File: config.mk
export PLATFORM = sky130hd
export DESIGN_NAME = wb_priority_arbiter
export DESIGN_NICKNAME = d
export VERILOG_FILES = /design/src/rtl/wb_priority_arbiter.sv
export SDC_FILE = /design/constraint.sdc
export NUM_CORES = 1
export LEC_CHECK = 0
export BUFFER_PORTS_ARGS = -buffer_cell sky130_fd_sc_hd__buf_4
export CORE_UTILIZATION = 40
export CTS_CLUSTER_SIZE = 30
export DETAILED_ROUTE_END_ITERATION = 7
export HOLD_SLACK_MARGIN = 0.06
export SYNTH_ARGS = -nofsm -noshare
export SYNTH_HDL_FRONTEND = slang
export SYNTH_SLANG_ARGS = --single-unit
File: constraint.sdc
create_clock -name clk -period 6.38 [get_ports clk]
set_input_delay 1.276 -clock clk [delete_from_list [all_inputs] [get_ports clk]]
set_output_delay 1.276 -clock clk [all_outputs]
set_load 0.005 [all_outputs]
File: src/rtl/wb_priority_arbiter.sv
// wb_priority_arbiter: nine-way write-back arbiter with a one-entry hold per unit
// and an age-based starvation override on top of fixed highest-index priority.
module wb_priority_arbiter #(
   parameter int XLEN      = 32,
   parameter int AGE_LIMIT = 4
) (
   input  logic              clk,
   input  logic              rst_n,
   input  logic [8:0]        unit_done,
   input  logic [9*XLEN-1:0] unit_data,
   input  logic [9*5-1:0]    unit_rd,
   input  logic [8:0]        unit_fp,
   output logic [8:0]        unit_stall,
   output logic              wb_valid,
   output logic [XLEN-1:0]   wb_data,
   output logic [4:0]        wb_rd,
   output logic              wb_fp,
   output logic [8:0]        wb_unit,
   output logic              proto_err
);
   localparam logic [2:0] LIM = 3'(AGE_LIMIT);
   logic [8:0]      r_pend, r_hfp;
   logic [XLEN-1:0] r_hdata [9];
   logic [4:0]      r_hrd   [9];
   logic [2:0]      r_age   [9];
   logic [8:0]      w_req, w_starved, w_sel, w_gnt, w_src_fp;
   logic [XLEN-1:0] w_src_data [9];
   logic [4:0]      w_src_rd   [9];
   logic [XLEN-1:0] w_data;
   logic [4:0]      w_rd;
   logic            w_fp;

   assign w_req      = r_pend | (unit_done & ~r_pend);
   assign w_sel      = |w_starved ? w_starved : w_req;
   assign unit_stall = r_pend;

   // Held entries take precedence over live inputs for their own unit
   for (genvar i = 0; i < 9; i++) begin : g_src
      assign w_starved[i]  = r_pend[i] && (r_age[i] == LIM);
      assign w_src_data[i] = r_pend[i] ? r_hdata[i] : unit_data[XLEN*i +: XLEN];
      assign w_src_rd[i]   = r_pend[i] ? r_hrd[i] : unit_rd[5*i +: 5];
      assign w_src_fp[i]   = r_pend[i] ? r_hfp[i] : unit_fp[i];
   end

   always_comb begin
      w_gnt  = '0;
      w_data = '0;
      w_rd   = '0;
      w_fp   = 1'b0;
      for (int i = 0; i < 9; i++)
         if (w_sel[i]) begin
            w_gnt    = '0;
            w_gnt[i] = 1'b1;
            w_data   = w_src_data[i];
            w_rd     = w_src_rd[i];
            w_fp     = w_src_fp[i];
         end
   end

   always_ff @(posedge clk or negedge rst_n) begin
      if (!rst_n) begin
         r_pend    <= '0;
         r_hfp     <= '0;
         wb_valid  <= 1'b0;
         wb_unit   <= '0;
         wb_data   <= '0;
         wb_rd     <= '0;
         wb_fp     <= 1'b0;
         proto_err <= 1'b0;
         for (int i = 0; i < 9; i++) begin
            r_hdata[i] <= '0;
            r_hrd[i]   <= '0;
            r_age[i]   <= '0;
         end
      end else begin
         wb_valid <= |w_req;
         wb_unit  <= w_gnt;
         if (|w_req) begin
            wb_data <= w_data;
            wb_rd   <= w_rd;
            wb_fp   <= w_fp;
         end
         if (|(unit_done & r_pend)) proto_err <= 1'b1;
         for (int i = 0; i < 9; i++)
            if (w_gnt[i]) begin
               r_pend[i] <= 1'b0;
               r_age[i]  <= '0;
            end else if (r_pend[i]) begin
               r_age[i] <= (r_age[i] == LIM) ? LIM : r_age[i] + 3'd1;
            end else if (unit_done[i]) begin
               r_pend[i]  <= 1'b1;
               r_age[i]   <= 3'd1;
               r_hdata[i] <= unit_data[XLEN*i +: XLEN];
               r_hrd[i]   <= unit_rd[5*i +: 5];
               r_hfp[i]   <= unit_fp[i];
            end
      end
   end
endmodule

== After elaboration in Yosys (flattened, before gate mapping) ==
Cells that the tools add are included.

* Muxes and demuxes: 127
* Eq/ne operators: 9
* Magnitude comparators: 0
* Bitwise operators: 22
* Div/mod/pow operators: 0
* Add/subtract/negate cells: 9
* Reductions and logical operators: 30
* Multipliers: 0
* Shift-type cells: 0

{| class="wikitable"
|+ Operators by type and width
! operator !! number
|-
| 32-bit 2-to-1 mux || 18
|-
| 3-bit 2-to-1 mux || 36
|-
| 5-bit 2-to-1 mux || 18
|-
| 9-bit 2-to-1 mux || 8
|-
| 1-bit 2-to-1 mux || 46
|-
| 3-bit by 1-bit adder with 3-bit output, second input constant || 9
|-
| 3-bit == test, second input constant || 9
|-
| 3-bit AND reduction || 9
|-
| 3-bit nonzero test || 9
|-
| 9-bit OR reduction || 3
|-
| 9-bit bitwise AND || 2
|-
| 1-bit inverter || 18
|-
| 1-bit logical AND || 9
|-
| 9-bit inverter || 1
|-
| 9-bit bitwise OR || 1
|-
| 2-bit 2-to-1 mux || 1
|}

* Bits in writable memories: 0
* Bits in read-only memories: 0
* Output and inout bits: 58
* Bits of input ports: 353
* Flip-flop bits (word level): 427
* Latch bits: 0
* Memories kept: 0

== Logic depth before layout (Yosys ltp) ==
* Word-level depth: 15
* Gate-level depth with buffers: 15

== Worst setup path after synthesis ==
OpenSTA, ideal clock, no wires.

* Path type: in2reg
* From: in unit_done[4]
* To: reg wb_data[11]
* Arrival time: 3.274 ns
* Path slack: 2.975 ns
* Setup time: 0.131 ns
* Stages on the path: 10
* Path through: clkbuf_1 nor2_1 nand3_1 nor4_2 clkinv_1 nand3_1 buf_2 a21oi_1 o311ai_0 o21ai_1

* Word-level cells in the longest chain between the ends: 8
* Elaborated cells between the ends (all ways): 9
* Those cells by class: mux (6); bitwise (2); reduce/logical (1)

{| class="wikitable"
|+ Ends and longest elaborated chain
! element !! RTL line !! RTL
|-
| start, declared || 9 || <nowiki>input logic [8:0] unit_done,</nowiki>
|-
| 9-bit bitwise AND * || 33 || <nowiki>assign w_req = r_pend | (unit_done & ~r_pend);</nowiki>
|-
| 9-bit bitwise OR * || 33 ||
|-
| 9-bit 2-to-1 mux || 34 || <nowiki>assign w_sel = |w_starved ? w_starved : w_req;</nowiki>
|-
| 32-bit 2-to-1 mux (5 in a row) || 51 || <nowiki>if (w_sel[i]) begin</nowiki>
|-
| end signal, assigned || 79 || <nowiki>wb_data <= w_data;</nowiki>
|-
| end, declared || 15 || <nowiki>output logic [XLEN-1:0] wb_data,</nowiki>
|}

Mark *: on every way between the ends. The rest lies on a longest branch, timed or not.
A chain may end at the register's enable or synchronous reset.

== Final worst setup path ==
* From: reg r_pend[4], in the netlist unit_stall[4]
* To: reg r_hdata[230] (netlist bit)

* Word-level cells in the longest chain between the ends: 13
* Elaborated cells between the ends (all ways): 16
* Those cells by class: mux (9); bitwise (4); reduce/logical (3)

{| class="wikitable"
|+ Ends and longest elaborated chain
! element !! RTL line !! RTL
|-
| start, declared || 22 || <nowiki>logic [8:0] r_pend, r_hfp;</nowiki>
|-
| start signal, assigned || 62 || <nowiki>r_pend <= '0;</nowiki>
|-
| start signal, assigned by index || 86 || <nowiki>r_pend[i] <= 1'b0;</nowiki>
|-
| start signal, assigned by index || 91 || <nowiki>r_pend[i] <= 1'b1;</nowiki>
|-
| 1-bit logical AND || 39 || <nowiki>assign w_starved[i] = r_pend[i] && (r_age[i] == LIM);</nowiki>
|-
| 9-bit OR reduction || 34 ||
|-
| 9-bit 2-to-1 mux * || 34 ||
|-
| 2-bit 2-to-1 mux || 51 ||
|-
| 9-bit 2-to-1 mux (6 in a row) || 51 ||
|-
| 9-bit 2-to-1 mux * || 51 ||
|-
| net w_gnt[1] || 26 || <nowiki>logic [8:0] w_req, w_starved, w_sel, w_gnt, w_src_fp;</nowiki>
|-
| 1-bit inverter (no line) * || - ||
|-
| 3-bit AND reduction (no line) * || - ||
|-
| end signal, assigned by index || 93 || <nowiki>r_hdata[i] <= unit_data[XLEN*i +: XLEN];</nowiki>
|-
| end, declared || 23 || <nowiki>logic [XLEN-1:0] r_hdata [9];</nowiki>
|}

The timed path passes the listed nets; every way through them passes the cells marked *.

==> flow_metrics.py <==
metrics = {
    "status": {
        "status": "finished, final reports clean",
    },
    "synthesis": {
        "synth_top_area_share_pct": 46.4,
        "synthXorXnorAreaFrac_pct": 0,
        "ys.warnings.count": 0,
        "synth_flop_cell": "dfrtp_1",
        "ys_types": 67,
        "synth_mux_area_share_pct": 29.9,
        "synthesis.area_sq_mm": 0.0230,
        "ys_seq_area_share_pct": 46.4,
        "synth_seq_cells": 427,
        "synthSimpleGateAreaFrac_pct": 5.41,
        "synth_compound_area_share_pct": 13.6,
        "synth-edff-count": 0,
        "synth_top_family_by_area": "multiplexers",
        "synthCells": 1939,
        "synthArstFlopShare_pct": 100,
        "syn_nets": 2310,
        "yosys.area.top_type": "dfrtp_1",
        "ys_top_cells_by_area": "dfrtp_1, mux2_2, mux2i_1",
        "yosys.area_share.adder_pct": 0.978,
        "syn_area_per_cell_sq_um": 11.9,
    },
    "min_path": {
        "holdPathStages": 1,
        "hp-class": "flop to flop",
        "min-delay-start": "r_hdata[279]$_DFFE_PN0P_",
        "holdPathEnd": "r_hdata[279]$_DFFE_PN0P_",
    },
    "final_layout": {
        "post_route_cells_drive_above_1_share_pct": 41.4,
        "fin_nets": 2652,
        "final_core_util_pct": 49.9,
        "final.fill_count": 5078,
        "syn_to_final_growth_pct": 22.7,
    },
    "timing": {
        "fin_tns_setup_ns": 0,
        "rsz0062_at_grt": "no",
        "fmax_ghz": 0.220,
        "finalHoldViolCount": 0,
        "period_needed_ns": 4.55,
        "worst_pin_slew_ns": 1.25,
        "drv_slew": 0,
        "setup-violations-final": 0,
        "fin_ws_ns": 1.83,
        "slew_headroom_pct": 16.4,
        "skew_ns": 0.0342,
        "period_share_pct": 71.3,
    },
    "pwr": {
        "power_w": 0.0184,
        "p_clk_share_pct": 15.1,
        "power_switching_w": 0.00849,
        "switching_share_pct": 46.1,
        "combPwrFrac_pct": 58.5,
        "peakVddDrop_mv": 0.498,
        "leakage_nw": 13.0,
        "p_int_w": 0.00992,
        "power.density_mw_per_mm2": 651,
        "p_seq_share_pct": 26.4,
    },
    "floorplan": {
        "dieWidth_um": 242,
        "io_pins": 411,
        "start_util_pct": 40.7,
        "num_rows": 87,
        "die-area_sq_mm": 0.0586,
        "die_h_um": 242,
        "core_area_sq_mm": 0.0566,
    },
    "setup_path": {
        "crit_slowest_cell": "or3_2",
        "reg2reg_depth": 9,
        "cpMostUsedCell": "and3_1",
        "endpoint_kind": "flop",
        "cp_max_fo": 38,
        "regToRegSetupSlack_ns": 1.83,
        "cp_slowest_stage_delay_ns": 0.94,
        "critical_path_class": "flop to flop",
        "cp_cell_sequence": "nand3_1 > and3_4 > and3_1 > o21ai_2 > and3_1 > nand4_2 > inv_2 > or3_2 > mux2_2",
        "crit_path_start_kind": "flop",
        "required_ns": 6.89,
        "arrival_ns": 5.06,
        "rr_startpoint": "unit_stall[4]$_DFF_PN0_",
        "reg2reg_to": "r_hdata[230]$_DFFE_PN0P_",
    },
    "detailed_routing": {
        "drt_iter0_drc": 1332,
        "wl_mm": 80.6,
        "wl_per_cell_um": 26.1,
        "drc": 0,
        "first_pass_iters": 8,
        "vias_per_cell": 5.86,
        "vias": 18100,
        "drtAntennaViolNets": 0,
    },
    "place": {
        "place_ws_ns": 1.72,
        "portBuffers": 410,
        "hpwl_mm": 59.6,
        "gp_congestion": 0.928,
    },
    "clock_network": {
        "cts_resized": 0,
        "cts_buffers": 49,
        "post_cts_buffers": 0,
        "clock_path_buffers": 3,
        "path_clk_slew_ns": 0.06,
        "clock-sinks": 427,
        "h-tree-depth": 2,
        "insertion_delay_ns": 0.63,
        "hold_buffers": 0,
        "cts_root_buf": "clkbuf_16",
        "cts_tree": "built",
    },
    "global_routing": {
        "grt_pass1_wl_mm": 120,
        "antenna_found_initial": 21,
        "grt_start_max_net_pins": 128,
        "grt-ovfl-total": 0,
        "grt_use_total_pct": 27.2,
        "grt_pass1_vias": 18200,
    },
    "job": {
        "cap_violations": 0,
    },
}
power by group through the flow:
stage	registers, W	logic (W)	clock network [W]
detailed placement	0.00487	0.0106	0
global route	0.00502	0.0115	0.00294
floorplan	0.00467	0.00698	0
CTS	0.00483	0.0107	0.00284
global placement	0.00479	0.0105	0
finish	0.00486	0.0108	0.00278
flip-flops by register name, indices dropped and copies added (netlist names):
signal      flops
wb_data        32
r_hrd          45
wb_rd           5
proto_err       1
r_hdata       288
wb_fp           1
unit_stall      9
wb_valid        1
r_hfp           9
wb_unit         9
r_age          27
kinds of logic after synthesis:
family | count (synthesis)
buffers and inverters | 181
adders and majority gates | 18
and+or+nand+nor | 237
muxes | 615
AOI/OAI and AO/OA | 461
DFF | 427
worst max path at each step:
stage	start	endpoint	slack (ns)	cells past startpoint
2_1_floorplan	unit_done[4]	wb_data[11]$_DFFE_PN0P_	2.97	10
3_3_place_gp	unit_done[8]	r_hdata[237]$_DFFE_PN0P_	1.81	8
4_1_cts	unit_stall[4]$_DFF_PN0_	r_hdata[230]$_DFFE_PN0P_	1.82	9
6_report	unit_stall[4]$_DFF_PN0_	r_hdata[230]$_DFFE_PN0P_	1.83	9
3_5_place_dp	unit_done[8]	r_hdata[230]$_DFFE_PN0P_	1.72	8
5_1_grt	unit_stall[4]$_DFF_PN0_	r_hdata[235]$_DFFE_PN0P_	1.57	9
Yosys cell counts (40+ instances only):
library cell,count
a21oi_1,93
clkbuf_1,97
dfrtp_1,427
mux2_1,60
mux2_2,367
mux2_4,40
mux2i_1,148
nand2_1,61
nor2_1,47
nor3_1,58
o21ai_0,93
o221ai_1,41
placed cells by master, fill, tap and decap left out, types with 13 or more instances in the layout:
master     netlist  layout
o221ai_1        41      41
a221o_1         16      16
buf_4            8     438
o21ai_0         93      92
dfrtp_1        427     420
ha_1            18      18
a211oi_1        22      22
mux2_1          60      60
o31ai_1         18      18
clkbuf_1        97      19
o21ai_1         16      13
mux2_2         367     367
o22ai_1         35      34
nor2_1          47      47
mux2_4          40      40
mux2i_1        148     148
a221oi_1        23      23
clkbuf_16        0      49
o311ai_0        15      15
a21oi_1         93      92
nand3_1         17      16
a22o_1          34      34
nor3_1          58      58
nand2_1         61      60
inv_1           27      27
a22oi_1         22      22
metrics by stage:
step / area, sq um / hold WS (ns) / std cells
floorplan: 23000 / 0.459 / 1939
global placement: 26700 / 0.468 / 2986
finish: 28300 / 0.489 / 3087
detailed placement: 26700 / 0.476 / 2986
global route: 28300 / 0.498 / 3086
CTS: 28200 / 0.492 / 3076
per-layer routing:
layer  global-route usage, %  wire length, um
met1                    37.2            35400
met2                    42.3            36800
met3                    7.02             6300
met4                    7.71             2030
met5                       0              110
area by class of cell:
class	count	area (sq um)	area share, %
antenna	11	27.5	0.0974
clock buffer	79	1450	5.13
clock inverter	11	119	0.421
inverter	30	113	0.398
multi-input combinational	1331	11500	40.9
sequential	427	10700	37.8
tap	756	946	3.35
timing repair buffer	442	3360	11.9
worst max-delay path: cells and delay by family (launching register included):
family / cells / cell delay [ns]
AO/OA/AOI/OAI: 1 / 0.23
buffers and inverters: 1 / 0.17
flip-flops: 1 / 0.73
multiplexers: 1 / 0.43
AND/OR/NAND/NOR: 6 / 2.82
No activity file was read; power rests on OpenSTA's default activity.
